[src/rtl/mem_arb_pkg.sv]
// Shared encodings for the fetch/data memory port arbiter.
package mem_arb_pkg;

  typedef enum logic [1:0] {
    IDLE     = 2'd0,
    SERVE_IF = 2'd1,
    SERVE_D  = 2'd2
  } arb_state_e;

  localparam logic [1:0] SZ_WORD = 2'b00;
  localparam logic [1:0] SZ_BYTE = 2'b01;
  localparam logic [1:0] SZ_HALF = 2'b10;

  localparam int STREAK_W = 4;

endpackage

[src/rtl/arb_starve_cnt.sv]
// Saturating streak counter: counts consecutive data grants that made fetch wait.
module arb_starve_cnt
  import mem_arb_pkg::*;
(
  input  logic                clk,
  input  logic                rst,
  input  logic                inc,
  input  logic                clr,
  input  logic [STREAK_W-1:0] max,
  output logic [STREAK_W-1:0] count,
  output logic                at_max
);

  logic [STREAK_W-1:0] count_q, count_d;

  always_comb begin
    count_d = count_q;
    if (clr)                       count_d = '0;
    else if (inc && count_q < max) count_d = count_q + 1'b1;
  end

  always_ff @(posedge clk) begin
    if (!rst) count_q <= '0;
    else      count_q <= count_d;
  end

  assign count  = count_q;
  assign at_max = (count_q >= max);

endmodule

[src/rtl/mem_port_arbiter.sv]
// Shares one memory port between instruction fetch and load/store; data wins
// ties unless fetch has waited STARVE_MAX consecutive data grants.
module mem_port_arbiter
  import mem_arb_pkg::*;
#(
  parameter int ADDR_W     = 32,
  parameter int DATA_W     = 32,
  parameter int STARVE_MAX = 4
) (
  input  logic              clk,
  input  logic              rst,
  input  logic              if_req,
  input  logic [ADDR_W-1:0] if_addr,
  output logic              if_ack,
  output logic [DATA_W-1:0] if_rdata,
  output logic              if_stall,
  input  logic              d_req,
  input  logic              d_we,
  input  logic [1:0]        d_size,
  input  logic [ADDR_W-1:0] d_addr,
  input  logic [DATA_W-1:0] d_wdata,
  output logic              d_ack,
  output logic [DATA_W-1:0] d_rdata,
  output logic              d_stall,
  output logic              m_req,
  output logic              m_we,
  output logic [1:0]        m_size,
  output logic [ADDR_W-1:0] m_addr,
  output logic [DATA_W-1:0] m_wdata,
  input  logic [DATA_W-1:0] m_rdata,
  input  logic              m_ready
);

  arb_state_e          state_q, state_d;
  logic                m_we_q, m_we_d;
  logic [1:0]          m_size_q, m_size_d;
  logic [ADDR_W-1:0]   m_addr_q, m_addr_d;
  logic [DATA_W-1:0]   m_wdata_q, m_wdata_d;
  logic [STREAK_W-1:0] streak;
  logic                at_max, idle, gnt_d, gnt_if;

  assign idle   = (state_q == IDLE);
  assign gnt_d  = idle & d_req & (~if_req | ~at_max);
  assign gnt_if = idle & if_req & ~gnt_d;

  // Streak only moves on grants; a data grant with no fetch waiting is not starvation.
  arb_starve_cnt u_starve (
    .clk    (clk),
    .rst    (rst),
    .inc    (gnt_d & if_req),
    .clr    (gnt_if | (gnt_d & ~if_req)),
    .max    (STREAK_W'(STARVE_MAX)),
    .count  (streak),
    .at_max (at_max)
  );

  always_comb begin
    state_d   = state_q;
    m_we_d    = m_we_q;
    m_size_d  = m_size_q;
    m_addr_d  = m_addr_q;
    m_wdata_d = m_wdata_q;
    case (state_q)
      IDLE: begin
        if (gnt_d) begin
          state_d   = SERVE_D;
          m_we_d    = d_we;
          m_size_d  = (d_size == 2'b11) ? SZ_WORD : d_size;
          m_addr_d  = d_addr;
          m_wdata_d = d_wdata;
        end else if (gnt_if) begin
          state_d  = SERVE_IF;
          m_we_d   = 1'b0;
          m_size_d = SZ_WORD;
          m_addr_d = if_addr;
        end
      end
      SERVE_IF, SERVE_D: if (m_ready) state_d = IDLE;
      default: state_d = IDLE;
    endcase
  end

  always_ff @(posedge clk) begin
    if (!rst) begin
      state_q   <= IDLE;
      m_we_q    <= 1'b0;
      m_size_q  <= SZ_WORD;
      m_addr_q  <= '0;
      m_wdata_q <= '0;
    end else begin
      state_q   <= state_d;
      m_we_q    <= m_we_d;
      m_size_q  <= m_size_d;
      m_addr_q  <= m_addr_d;
      m_wdata_q <= m_wdata_d;
    end
  end

  assign m_req   = (state_q == SERVE_IF) | (state_q == SERVE_D);
  assign m_we    = m_we_q;
  assign m_size  = m_size_q;
  assign m_addr  = m_addr_q;
  assign m_wdata = m_wdata_q;

  assign if_ack   = (state_q == SERVE_IF) & m_ready;
  assign d_ack    = (state_q == SERVE_D) & m_ready;
  assign if_rdata = m_rdata;
  assign d_rdata  = m_rdata;
  assign if_stall = if_req & ~if_ack;
  assign d_stall  = d_req & ~d_ack;

endmodule

[config.mk]
export PLATFORM = sky130hd
export DESIGN_NAME = mem_port_arbiter
export DESIGN_NICKNAME = d
export VERILOG_FILES = /design/src/rtl/mem_arb_pkg.sv /design/src/rtl/arb_starve_cnt.sv /design/src/rtl/mem_port_arbiter.sv
export SDC_FILE = /design/constraint.sdc
export NUM_CORES = 1
export LEC_CHECK = 0
export BUFFER_PORTS_ARGS = -buffer_cell sky130_fd_sc_hd__buf_2
export CORE_MARGIN = 2
export CORE_UTILIZATION = 30
export CTS_BUF_LIST = sky130_fd_sc_hd__clkbuf_16
export CTS_CLUSTER_SIZE = 30
export DETAILED_ROUTE_END_ITERATION = 7
export GPL_TIMING_DRIVEN = 0
export PLACE_DENSITY = 0.63
export SLEW_MARGIN = 20
export SYNTH_ARGS = -nofsm -noshare
export SYNTH_HDL_FRONTEND = slang
export SYNTH_HIERARCHICAL = 1
export SYNTH_SLANG_ARGS = --single-unit
[constraint.sdc]
create_clock -name clk -period 5.3 [get_ports clk]
set_input_delay 0.265 -clock clk [delete_from_list [all_inputs] [get_ports clk]]
set_output_delay 0.265 -clock clk [all_outputs]
set_load 0.005 [all_outputs]
# After elaboration in Yosys (flattened, before gate mapping)
# Cells that the tools add are included.
[word_totals]
ff_bits = 73
inputBits = 136
out_inout_bits = 136
wordCells = 52
[classes]
add_sub_neg = 1
n_lt_le_gt_ge = 2
n_eq_ne = 5
mux = 11
n_bitwise = 19
reduce_logical = 8
[op_table]
columns = ["cell", "count"]
rows = [
  ["$mux 32", 2],
  ["$mux 2", 6],
  ["$and 1x1->1", 10],
  ["$not 1->1", 6],
  ["$reduce_and 2->1", 3],
  ["$add 4x1->4 const B", 1],
  ["$eq 2x2->1 const B", 2],
  ["$ge 4x3->1 const B", 1],
  ["$lt 4x3->1 const B", 1],
  ["$pmux 2 s2", 1],
  ["$reduce_or 2->1", 2],
  ["$ne 3x1->1 const B", 1],
  ["$or 1x1->1", 3],
  ["$eq 2x1->1 const B", 1],
  ["$logic_not 2->1", 1],
  ["$mux 1", 2],
  ["$ne 2x2->1 const B", 1],
  ["$reduce_bool 2->1", 1],
  ["$logic_and 1x1->1", 1],
]

# Depth between registers and ports, before layout
# Gate-level depths: netlist (run 1).
[depth]
word_depth = 9
ltp_mapped = 11
depth_no_buf = 10

# Cells and area by module
# Netlist (run 1), hierarchy kept.
[by_module_without_submodules]
columns = ["module", "n_inst", "cells_per_inst", "area_per_inst_um2", "seq_area_each_um2"]
rows = [
  ["mem_port_arbiter", 1, 454, 3816.2, 1381.3],
  ["arb_starve_cnt", 1, 38, 311.5, 80.1],
]

# Worst setup path after synthesis (run 1)
# No wires, ideal clock.
[synth_path]
path_type = "reg2reg"
from = "reg u_starve.count_q[1] (netlist: u_starve/count[1])"
to = "reg u_starve.count_q[3] (netlist: u_starve/count[3])"
setup_time_ns = 0.070
arrival_time_ns = 2.036
required_time_ns = 5.230
slack_ns = 3.194
path_stages_with_launch = 10
n_path_buf = 0
period_less_slack_ns = 2.106
cell_sequence = "dfxtp_1 -> ha_1 -> nor2b_4 -> o211ai_1 -> nand3_1 -> nor3_2 -> and4_1 -> nand2_1 -> or3_1 -> a21oi_1"
[synth_between]
elab_chain_cells = 8
word_cells_on_any_way = 13
cone_classes = "1 x add/sub; 2 x order compare; 8 x bitwise; 2 x reduce/logical"
[synth_rtl]
columns = ["item", "line", "rtl"]
rows = [
  ["start, declared", "arb_starve_cnt.sv:14", "logic [STREAK_W-1:0] count_q, count_d;"],
  ["start signal, assigned", "arb_starve_cnt.sv:24", "else count_q <= count_d;"],
  ["$ge 4x3->1 *", "arb_starve_cnt.sv:28", "assign at_max = (count_q >= max);"],
  ["via at_max", "mem_port_arbiter.sv:40", "logic at_max, idle, gnt_d, gnt_if;"],
  ["$not 1->1 *", "mem_port_arbiter.sv:43", "assign gnt_d = idle & d_req & (~if_req | ~at_max);"],
  ["$or 1x1->1 *", "mem_port_arbiter.sv:43", ""],
  ["$and 1x1->1 *", "mem_port_arbiter.sv:43", ""],
  ["$not 1->1", "mem_port_arbiter.sv:44", "assign gnt_if = idle & if_req & ~gnt_d;"],
  ["$and 1x1->1", "mem_port_arbiter.sv:44", ""],
  ["$or 1x1->1", "mem_port_arbiter.sv:51", ".clr (gnt_if | (gnt_d & ~if_req)),"],
  ["$reduce_or 2->1 (no line)", "n/a", ""],
]
# The timed path passes the listed nets; every way through them passes the cells marked *.
# A chain may end at the register's enable or synchronous reset.

# Worst setup path in the final report (run 1)
# Same ends and word-level chain as after synthesis.

==> results of run 1 <==
-- through the flow --
stage / setup WS [ns] / cells / util (%) / cell area (um^2) / total power (uW)
after floorplan: 3.194 / 494 / - / 4135 / 1061
after global placement: 2.932 / 908 / 41.55 / 5547 / 1323
after detailed placement: 2.932 / 908 / 41.55 / 5547 / 1324
after CTS: 2.929 / 923 / 43.69 / 5832 / 1932
after global routing: 2.699 / 923 / 43.69 / 5832 / 2030
final: 2.916 / 923 / 43.69 / 5832 / 1910
-- layer usage --
layer / vias to the layer above / global-route usage, %
met5: - / 0
li1: 2302 / -
met4: 0 / 8.836
met3: 31 / 3.853
met2: 197 / 31.60
met1: 2132 / 23.55
-- state kept, by name (all words and copies together), names as in the netlist --
register,count
m_size,2
m_addr,32
state_q,2
m_we,1
u_starve/count,4
m_wdata,32
-- critical path: stages, from the launching register on --
cell	delay, ns
dfxtp_1	0.38
ha_1	0.26
nor2b_4	0.13
o211ai_1	0.33
nand3_1	0.23
nor3_2	0.28
and4_1	0.21
nand2_1	0.06
or3_1	0.30
a21oi_1	0.14
-- synthesized netlist by cell type, types with 5 or more instances --
| cell | n |
|---|---|
| dfxtp_1 | 73 |
| inv_1 | 8 |
| o21ai_0 | 34 |
| o2111ai_1 | 65 |
| o21ai_1 | 66 |
| a31oi_1 | 32 |
| ha_1 | 8 |
| and2_1 | 5 |
| buf_4 | 74 |
| buf_2 | 24 |
| nor2_1 | 6 |
| nand2_1 | 5 |
| clkbuf_1 | 22 |
| a21oi_1 | 37 |
-- kinds of logic (layout without fill, tap and decap cells) --
logic type                 after synthesis  in the layout  synth area share [%]
DFF                                     73             73                 35.40
AOI/OAI and AO/OA                      241            241                 36.65
other                                    2              4                0.1819
buffers and inverters                  132            385                 19.82
adders and majority gates                8              8                 2.425
and+or+nand+nor                         34             34                 5.002
muxes                                    2              2                0.5153
-- layout make-up --
type / count / area (um^2)
repair buffers: 238 / 1191
flip-flops and latches: 73 / 1461
clock inverters: 6 / 60.06
inverters: 10 / 37.54
fillers: 1421 / 7516
multi-input cells: 289 / 1856
plain buffers: 122 / 780.7
well taps: 176 / 220.2
clock buffers: 9 / 225.2
-- how the worst max path moves through the flow --
| stage | start | endpoint | depth (start not counted) |
|---|---|---|---|
| final | u_starve/count[1] | u_starve/count[3] | 9 |
| after global routing | u_starve/count[1] | m_wdata[25] | 9 |
| after CTS | u_starve/count[1] | m_wdata[25] | 9 |
| after detailed placement | u_starve/count[1] | u_starve/count[3] | 9 |
| after global placement | u_starve/count[1] | m_wdata[20] | 9 |
| after floorplan | u_starve/count[1] | u_starve/count[3] | 9 |
-- power by group --
part,internal (uW),switching [uW]
registers,638,44.6
clock network,358,241
logic,277,351
total,1270,637
==> impl_metrics.env, run 1 <==
export IMPL_hold_class="input port to flip-flop"
export IMPL_grt_pass1_vias=4503
export IMPL_wl_per_cell_um=15.46
export IMPL_ys_types=35
export IMPL_yosysWarnings=6
export IMPL_nNetsFinal=887
export IMPL_finalClockSkew_ns=0.005295
export IMPL_hpwl_um=10780
export IMPL_antenna_cells=0
export IMPL_yosysSeqAreaShare_pct=35.40
export IMPL_final_common_cell="buf_2"
export IMPL_die_y_um=121.3
export IMPL_drv_cap=0
export IMPL_reg2reg_slack_ns=2.92
export IMPL_max_vdd_ir_drop_uv=154.2
export IMPL_critical_path_arrival_ns=2.65
export IMPL_setup_tns_final_ns=0
export IMPL_drc=0
export IMPL_syn_mean_instance_area_um2=8.390
export IMPL_synth_cells=492
export IMPL_synth_top_area_share_pct=35.40
export IMPL_dieArea_mm2=0.01471
export IMPL_syn_area_mm2=0.004128
export IMPL_synthTopCellsByArea="dfxtp_1, o2111ai_1, buf_4"
export IMPL_ff2ff_path_depth=9
export IMPL_routed_via_density=5.051
export IMPL_io_buffers=238
export IMPL_cts_sinks=73
export IMPL_synth_top_area_cell="dfxtp_1"
export IMPL_rows=42
export IMPL_p_leak_uw=0.002703
export IMPL_cts_tree="yes"
export IMPL_antenna_found_initial=0
export IMPL_drt_iter0_markers=144
export IMPL_path_class="flip-flop to flip-flop"
export IMPL_met2_length_um=6671
export IMPL_gp_congestion=0.8318
export IMPL_fmax_mhz=419.5
export IMPL_post_cts_buffers=0
export IMPL_grt_max_degree=13
export IMPL_clk_pin_slew_ns=0.06
export IMPL_wl_um=14270
export IMPL_cp_max_fo=4
export IMPL_period_share_pct=44.98
export IMPL_num_vias=4662
export IMPL_worst_hold_path_endpoint="m_addr[15]"
export IMPL_gr_total_overflow=0
export IMPL_mostFrequentLayoutCells="buf_2, buf_4, dfxtp_1"
export IMPL_status="complete, no violations"
export IMPL_ant_nets=0
export IMPL_min_from="if_addr[15]"
export IMPL_core_mm2=0.01335
export IMPL_clockRootBuffer="clkbuf_16"
export IMPL_ys_seq_elements=73
export IMPL_grt_total_usage_pct=19.01
export IMPL_r2r_start="u_starve/count[1]"
export IMPL_area_delta_synth_final_pct=41.29
export IMPL_firstDrtPassIters=6
export IMPL_critPathCaptureType="flip-flop"
export IMPL_numCtsBuffers=9
export IMPL_synth_main_ff_cell="dfxtp_1"
export IMPL_hold_viol_final=0
export IMPL_ios=272
export IMPL_initial_core_util_pct=30.92
export IMPL_hold_buffers=0
export IMPL_tightestPinTransition_ns=0.5362
export IMPL_clk_latency_ns=0.34
export IMPL_synth_edff_count=0
export IMPL_crit_path_start_kind="flip-flop"
export IMPL_setup_viol=0
export IMPL_hold_depth=3
export IMPL_required_ns=5.57
export IMPL_whs_ns=0.1993
export IMPL_post_cts_resized=0
export IMPL_htree_levels=3
export IMPL_grt_pass1_wl_um=22250
export IMPL_relSlewSlack_pct=64.25
export IMPL_drive_above_1_share_pct=48.06
export IMPL_wl_met1_um=6099
export IMPL_timing_rr_end="u_starve/count[3]"
export IMPL_route_met3_wl_um=1041
export IMPL_synthArstFlopShare_pct=0
export IMPL_die_w_um=121.3
export IMPL_drv_slew=0
export IMPL_top_layer="met4"
export IMPL_clock_tree_buffer_depth=2
export IMPL_period_minus_slack_ns=2.384
export IMPL_p_per_area_mw_per_mm2=327.6
export IMPL_rsz0062_at_grt="no"
Power figures use the tool's default switching activity.
==> inputs of run 2 (changes only) <==
--- a/config.mk
+++ b/config.mk
@@ -5,6 +5,7 @@
 export SDC_FILE = /design/constraint.sdc
 export NUM_CORES = 1
 export LEC_CHECK = 0
+export ABC_AREA = 1
 export BUFFER_PORTS_ARGS = -buffer_cell sky130_fd_sc_hd__buf_2
 export CORE_MARGIN = 2
 export CORE_UTILIZATION = 30
@@ -12,7 +13,7 @@
 export CTS_CLUSTER_SIZE = 30
 export DETAILED_ROUTE_END_ITERATION = 7
 export GPL_TIMING_DRIVEN = 0
-export PLACE_DENSITY = 0.63
+export PLACE_DENSITY = 0.66
 export SLEW_MARGIN = 20
 export SYNTH_ARGS = -nofsm -noshare
 export SYNTH_HDL_FRONTEND = slang
==> constraint.sdc (replaced) <==
create_clock -name clk -period 2.05 [get_ports clk]
set_input_delay 0.1025 -clock clk [delete_from_list [all_inputs] [get_ports clk]]
set_output_delay 0.1025 -clock clk [all_outputs]
set_load 0.005 [all_outputs]
==> run 2 against run 1 <==
  * Design area is 0.17% lower
  * Largest cell class unchanged
  * Clock skew shrank 0.00063 ns
  * Fmax up 23%
  * Worst setup slack got worse by 2.8 ns
==> impl_metrics.env, run 2 <==
export IMPL_critical_path_arrival_ns=2.14
export IMPL_yosysMostFrequentCell="nand2_1"
export IMPL_nNetsFinal=964
export IMPL_routed_via_density=4.159
export IMPL_ys_types=27
export IMPL_numCtsBuffers=9
export IMPL_fill_cells=1347
export IMPL_clk_latency_ns=0.33
export IMPL_reg2reg_slack_ns=0.11
export IMPL_final_cell_area_mm2=0.005822
export IMPL_final_common_cell="buf_2"
export IMPL_drv_slew=0
export IMPL_core_mm2=0.01262
export IMPL_critPathCaptureType="flip-flop"
export IMPL_crit_path_start_kind="flip-flop"
export IMPL_cp_max_fo=10
export IMPL_htree_levels=3
export IMPL_die_y_um=117.8
export IMPL_finalClockSkew_ns=0.004668
export IMPL_synthArstFlopShare_pct=0
export IMPL_path_class="flip-flop to flip-flop"
export IMPL_firstDrtPassIters=4
export IMPL_period_share_pct=94.49
export IMPL_worst_hold_path_endpoint="m_addr[13]"
export IMPL_grt_pass1_vias=3851
export IMPL_cts_tree="yes"
export IMPL_period_minus_slack_ns=1.937
export IMPL_drc=0
export IMPL_timing_rr_end="m_wdata[31]"
export IMPL_initial_core_util_pct=30.78
export IMPL_gp_congestion=0.7869
export IMPL_p_seq_share_pct=34.7
export IMPL_drive_above_1_share_pct=44.66
export IMPL_ff2ff_path_depth=10
export IMPL_pwr_share_comb_pct=30.4
export IMPL_gr_total_overflow=0
export IMPL_ys_seq_elements=73
export IMPL_max_vdd_ir_drop_uv=533.4
export IMPL_synth_cells=553
export IMPL_num_vias=4142
export IMPL_final_core_util_pct=46.13
export IMPL_ios=272
export IMPL_synth_edff_count=0
export IMPL_instances_no_fill=996
export IMPL_setup_viol=0
export IMPL_clk_pin_slew_ns=0.06
export IMPL_regArea_mm2=0.001468
export IMPL_grt_pass1_wl_um=18710
export IMPL_wl_per_cell_um=11.93
export IMPL_die_w_um=117.8
export IMPL_synth_main_ff_cell="dfxtp_1"
export IMPL_io_buffers=239
export IMPL_finalPower_uw=5063
export IMPL_cts_sinks=73
export IMPL_clockRootBuffer="clkbuf_16"
export IMPL_multi_input_area_mm2=0.001555
export IMPL_synthTopCellsByArea="dfxtp_1, buf_4, nand2_1"
export IMPL_hpwl_um=9286
export IMPL_syn_mean_instance_area_um2=7.023
export IMPL_switching_share_pct=30.03
export IMPL_relSlewSlack_pct=64.70
export IMPL_mostFrequentLayoutCells="buf_2, nand2_1, buf_4, dfxtp_1, nor2_1"
export IMPL_p_switching_uw=1520
export IMPL_clkPwrFrac_pct=34.9
export IMPL_p_per_area_mw_per_mm2=869.6
export IMPL_grt_total_usage_pct=16.77
export IMPL_setup_tns_final_ns=0
export IMPL_wl_um=11880
export IMPL_fmax_mhz=516.3
export IMPL_dieArea_mm2=0.01387
export IMPL_area_delta_synth_final_pct=49.90
export IMPL_synth_top_area_share_pct=37.63
export IMPL_hold_viol_final=0
export IMPL_p_int_uw=3542
export IMPL_antenna_found_initial=0
export IMPL_tightestPinTransition_ns=0.5294
export IMPL_r2r_start="u_starve/count[1]"
export IMPL_yosysWarnings=6
export IMPL_antenna_cells=0
export IMPL_ant_nets=0
export IMPL_syn_area_mm2=0.003884
export IMPL_required_ns=2.25
export IMPL_p_leak_uw=0.003152
export IMPL_drv_cap=0
export IMPL_dpl_cell_area_mm2=0.005303
export IMPL_rows=41
export IMPL_synth_top_area_cell="dfxtp_1"
export IMPL_placed_cells=966
export IMPL_yosysSeqAreaShare_pct=37.63
export IMPL_drt_iter0_markers=176
export IMPL_clock_tree_buffer_depth=2
export IMPL_status="complete, no violations"
export IMPL_hold_class="input port to flip-flop"
export IMPL_hold_depth=3
export IMPL_grt_max_degree=13
export IMPL_netlist_top_cells_count="nand2_1, dfxtp_1, nor2_1, buf_4, inv_1"
export IMPL_min_from="d_addr[13]"
[run 2: power groups by stage]
stage / Sequential, uW / Combinational, uW / Clock [uW]
2_1_floorplan: 1810 / 879 / 0
3_3_place_gp: 1780 / 1510 / 0
3_5_place_dp: 1790 / 1510 / 0
4_1_cts: 1760 / 1550 / 1820
5_1_grt: 1790 / 1750 / 1880
6_report: 1760 / 1540 / 1770
[run 2: metal layers]
layer	track usage, %	part of all wire [%]
met1	19.02	41
met2	29.87	50
met3	5.329	8.2
met4	5.120	1.1
met5	0	0
[run 2: per-stage QoR]
step                setup WS (ns)  hold slack, ns
detailed placement        -0.2869          0.3510
CTS                       0.01572       0.0002996
global placement          -0.2362          0.3490
global route             -0.03294        0.006975
finish                     0.1130         0.01909
floorplan                 0.06422          0.2405
[run 2: timing repair]
item | in CTS | in global routing
hold buffers | 10 | 0
pin swaps | 1 | 7
hold endpoints to repair | 10 | 0
resized for setup | 7 | 6
setup buffers | 0 | 5
setup endpoints to repair | 4 | 5
[run 2: how the worst max path moves through the flow]
stage	start	endpoint	cells past startpoint
2_1_floorplan	u_starve/count[3]	u_starve/count[3]	15
3_3_place_gp	u_starve/count[3]	u_starve/count[1]	13
3_5_place_dp	u_starve/count[1]	u_starve/count[2]	13
4_1_cts	u_starve/count[3]	u_starve/count[3]	15
5_1_grt	u_starve/count[1]	u_starve/count[1]	13
6_report	u_starve/count[1]	m_wdata[31]	10
[run 2: cell type report]
cell class              instances  area share, %
flip-flops and latches         73          25.21
inverters                      61          3.976
clock buffers                   9          3.868
repair buffers                254          22.91
clock inverters                 6          1.848
multi-input cells             330          26.71
plain buffers                  91          11.78
well taps                     172          3.697
[run 2: cells by family after synthesis]
logic type	synth area share (%)
AO/OA/AOI/OAI	13.53
adder cells (fa/ha/maj)	2.577
buffers and inverters	23.36
flip-flops	37.63
other	0.1934
AND/OR/NAND/NOR	22.71
[run 2: worst max-delay path, stage by stage (launching register included)]
cell      delay [ns]
dfxtp_4         0.36
ha_1            0.25
nand2_1         0.08
nand2_1         0.08
nand2_4         0.10
nand3_2         0.07
nand2_2         0.10
nand2_4         0.08
clkbuf_2        0.20
o21ai_0         0.42
nor2_1          0.08
==> inputs of run 3 (changes only) <==
--- a/config.mk
+++ b/config.mk
@@ -5,7 +5,6 @@
 export SDC_FILE = /design/constraint.sdc
 export NUM_CORES = 1
 export LEC_CHECK = 0
-export ABC_AREA = 1
 export BUFFER_PORTS_ARGS = -buffer_cell sky130_fd_sc_hd__buf_2
 export CORE_MARGIN = 2
 export CORE_UTILIZATION = 30
@@ -13,7 +12,7 @@
 export CTS_CLUSTER_SIZE = 30
 export DETAILED_ROUTE_END_ITERATION = 7
 export GPL_TIMING_DRIVEN = 0
-export PLACE_DENSITY = 0.66
+export PLACE_DENSITY = 0.65
 export SLEW_MARGIN = 20
 export SYNTH_ARGS = -nofsm -noshare
 export SYNTH_HDL_FRONTEND = slang
==> run 3 against run 2 <==
  * The flow now finishes with violations (setup timing)
  * Via count is 13% higher
  * First-iteration DRC count increased by 11%
  * Fmax is 6.1% lower
  * Sequential power hardly changed
  * Clock power decreased by 13%
  * Die area up 6.1%
  * Flip-flop and latch count did not move
  * Design area is 4.8% higher
  * Worst hold slack gained 0.022 ns
  * Wire length rose by 19%
  * Combinational power up 11%
  * Utilization fell by 0.44 points
==> impl_metrics.env, run 3 (same netlist as run 1, synthesis figures left out) <==
export IMPL_status="finished, violations left"
export IMPL_violations="setup timing"
export IMPL_relSlewSlack_pct=54.30
export IMPL_setup_slack_ns=-0.01387
export IMPL_grt_pass1_vias=4287
export IMPL_crit_buf_inv=1
export IMPL_hold_viol_final=0
export IMPL_routed_via_density=5.026
export IMPL_regArea_mm2=0.001468
export IMPL_dpl_cell_area_mm2=0.005548
export IMPL_clkPwrFrac_pct=30.7
export IMPL_die_y_um=121.3
export IMPL_hold_buffers=0
export IMPL_rows=42
export IMPL_p_per_area_mw_per_mm2=824.1
export IMPL_critical_path_arrival_ns=2.28
export IMPL_grt_pass1_wl_um=21120
export IMPL_pwr_share_comb_pct=33.9
export IMPL_core_mm2=0.01335
export IMPL_num_vias=4679
export IMPL_fill_cells=1358
export IMPL_hpwl_um=10560
export IMPL_tightestPinTransition_ns=0.6854
export IMPL_whs_ns=0.04151
export IMPL_final_common_cell="buf_2"
export IMPL_critPathCaptureType="flip-flop"
export IMPL_initial_core_util_pct=30.92
export IMPL_wl_per_cell_um=15.14
export IMPL_top_layer="met4"
export IMPL_crit_family="simple AND/OR/NAND/NOR gates"
export IMPL_crit_path_start_kind="flip-flop"
export IMPL_hold_class="input port to flip-flop"
export IMPL_gp_congestion=0.8284
export IMPL_io_buffers=238
export IMPL_clk_latency_ns=0.33
export IMPL_switching_share_pct=33.20
export IMPL_clock_tree_buffer_depth=2
export IMPL_multi_input_area_mm2=0.001968
export IMPL_die_w_um=121.3
export IMPL_drc=0
export IMPL_htree_levels=3
export IMPL_cp_cell_sequence="ha_4 > nor2b_4 > o211ai_1 > nand3_2 > nor3_4 > buf_4 > and2_4 > nand3_2 > mux2_4"
export IMPL_gr_total_overflow=0
export IMPL_required_ns=2.27
export IMPL_slowest_delay_ns=0.37
export IMPL_mostFrequentLayoutCells="buf_2, buf_4, dfxtp_1"
export IMPL_met2_length_um=6728
export IMPL_drt_iter0_markers=195
export IMPL_cp_common_cell="nand3_2"
export IMPL_final_core_util_pct=45.70
export IMPL_antenna_found_initial=0
export IMPL_cts_tree="yes"
export IMPL_crit_slowest_cell="dfxtp_4"
export IMPL_ios=272
export IMPL_wl_um=14090
export IMPL_ant_nets=0
export IMPL_clk_pin_slew_ns=0.06
export IMPL_finalClockSkew_ns=0.008357
export IMPL_path_class="flip-flop to flip-flop"
export IMPL_numCtsBuffers=9
export IMPL_final_cell_area_mm2=0.006100
export IMPL_drv_slew=0
export IMPL_drive_above_1_share_pct=52.05
export IMPL_p_leak_uw=0.002821
export IMPL_cp_max_fo=4
export IMPL_rsz0062_at_grt="yes"
export IMPL_route_met3_wl_um=999
export IMPL_p_seq_share_pct=35.4
export IMPL_wl_met1_um=6077
export IMPL_drv_cap=0
export IMPL_fmax_mhz=484.5
export IMPL_area_delta_synth_final_pct=47.77
export IMPL_p_switching_uw=1669
export IMPL_grt_max_degree=13
export IMPL_cts_sinks=73
export IMPL_period_share_pct=100.7
export IMPL_nNetsFinal=894
export IMPL_setup_viol=1
export IMPL_dieArea_mm2=0.01471
export IMPL_firstDrtPassIters=4
export IMPL_max_vdd_ir_drop_uv=406.2
export IMPL_p_int_uw=3358
export IMPL_clockRootBuffer="clkbuf_16"
export IMPL_grt_total_usage_pct=18.08
export IMPL_period_minus_slack_ns=2.064
export IMPL_antenna_cells=0
export IMPL_dp_worst_setup_slack_ns=-0.3191
[run 3: changes by cell type in the layout (fill, tap and decap cells not counted), moves of 7 or more]
cell           previous run  this run
buf_4                    70        77
o2111ai_1                 0        64
nor2_1                   64         3
o21ai_0                  44        29
dlygate4sd3_1            10         0
clkbuf_1                  8        19
nor2_2                   12         2
buf_2                   245       258
nand2_1                 124         5
inv_1                    59         9
a31oi_1                   0        32
o21ai_1                  20        62
o21ai_2                   1         9
[run 3: power by group through the flow]
| stage | Clock, uW | Sequential, uW | Combinational [uW] |
|---|---|---|---|
| 6_report | 1540 | 1780 | 1710 |
| 5_1_grt | 1650 | 1800 | 1880 |
| 4_1_cts | 1570 | 1770 | 1640 |
| 3_5_place_dp | 0 | 1800 | 1620 |
| 3_3_place_gp | 0 | 1800 | 1620 |
| 2_1_floorplan | 0 | 1810 | 936 |
[run 3: stage by stage]
step / total power (uW) / cells / setup TNS (ns)
2_1_floorplan: 2743 / 494 / 0
3_3_place_gp: 3411 / 908 / -9.643
3_5_place_dp: 3415 / 908 / -13.15
4_1_cts: 4986 / 926 / -0.04025
5_1_grt: 5328 / 931 / -0.2673
6_report: 5027 / 931 / -0.01387
[run 3: worst paths after layout]
path / from / endpoint / slack, ns / cells after the start
min reg2reg: m_we / m_we / 0.46 / 2
max: u_starve/count[1] / u_starve/count[2] / -0.01 / 9
min: if_addr[26] / m_addr[26] / 0.04 / 3
max reg2reg: u_starve/count[1] / u_starve/count[2] / -0.01 / 9
[run 3: timing repair]
action,CTS,global route
buffers inserted,2,5
endpoints found under the setup margin,70,64
resized for setup,10,57
pin swaps,6,12
cloned,0,1
[run 3: worst min-delay path, delay by kind of cell]
kind,cells,cell delay (ns)
compound gates,2,0.14
buf+inv,1,0.09
[run 3: final cells by class]
cell class | count | share of cell area [%]
clock buffer | 9 | 3.692
buffer | 121 | 13.93
tap | 176 | 3.610
timing repair buffer | 246 | 20.80
multi-input combinational | 289 | 32.27
sequential | 73 | 24.06
inverter | 10 | 0.6154
clock inverter | 7 | 1.026
[run 3: routing by layer]
| metal | global-route usage (%) | vias to the layer above |
|---|---|---|
| met5 | 0 | - |
| met4 | 6.466 | 0 |
| met3 | 3.336 | 22 |
| met2 | 29.92 | 213 |
| met1 | 23.48 | 2128 |
| li1 | - | 2316 |
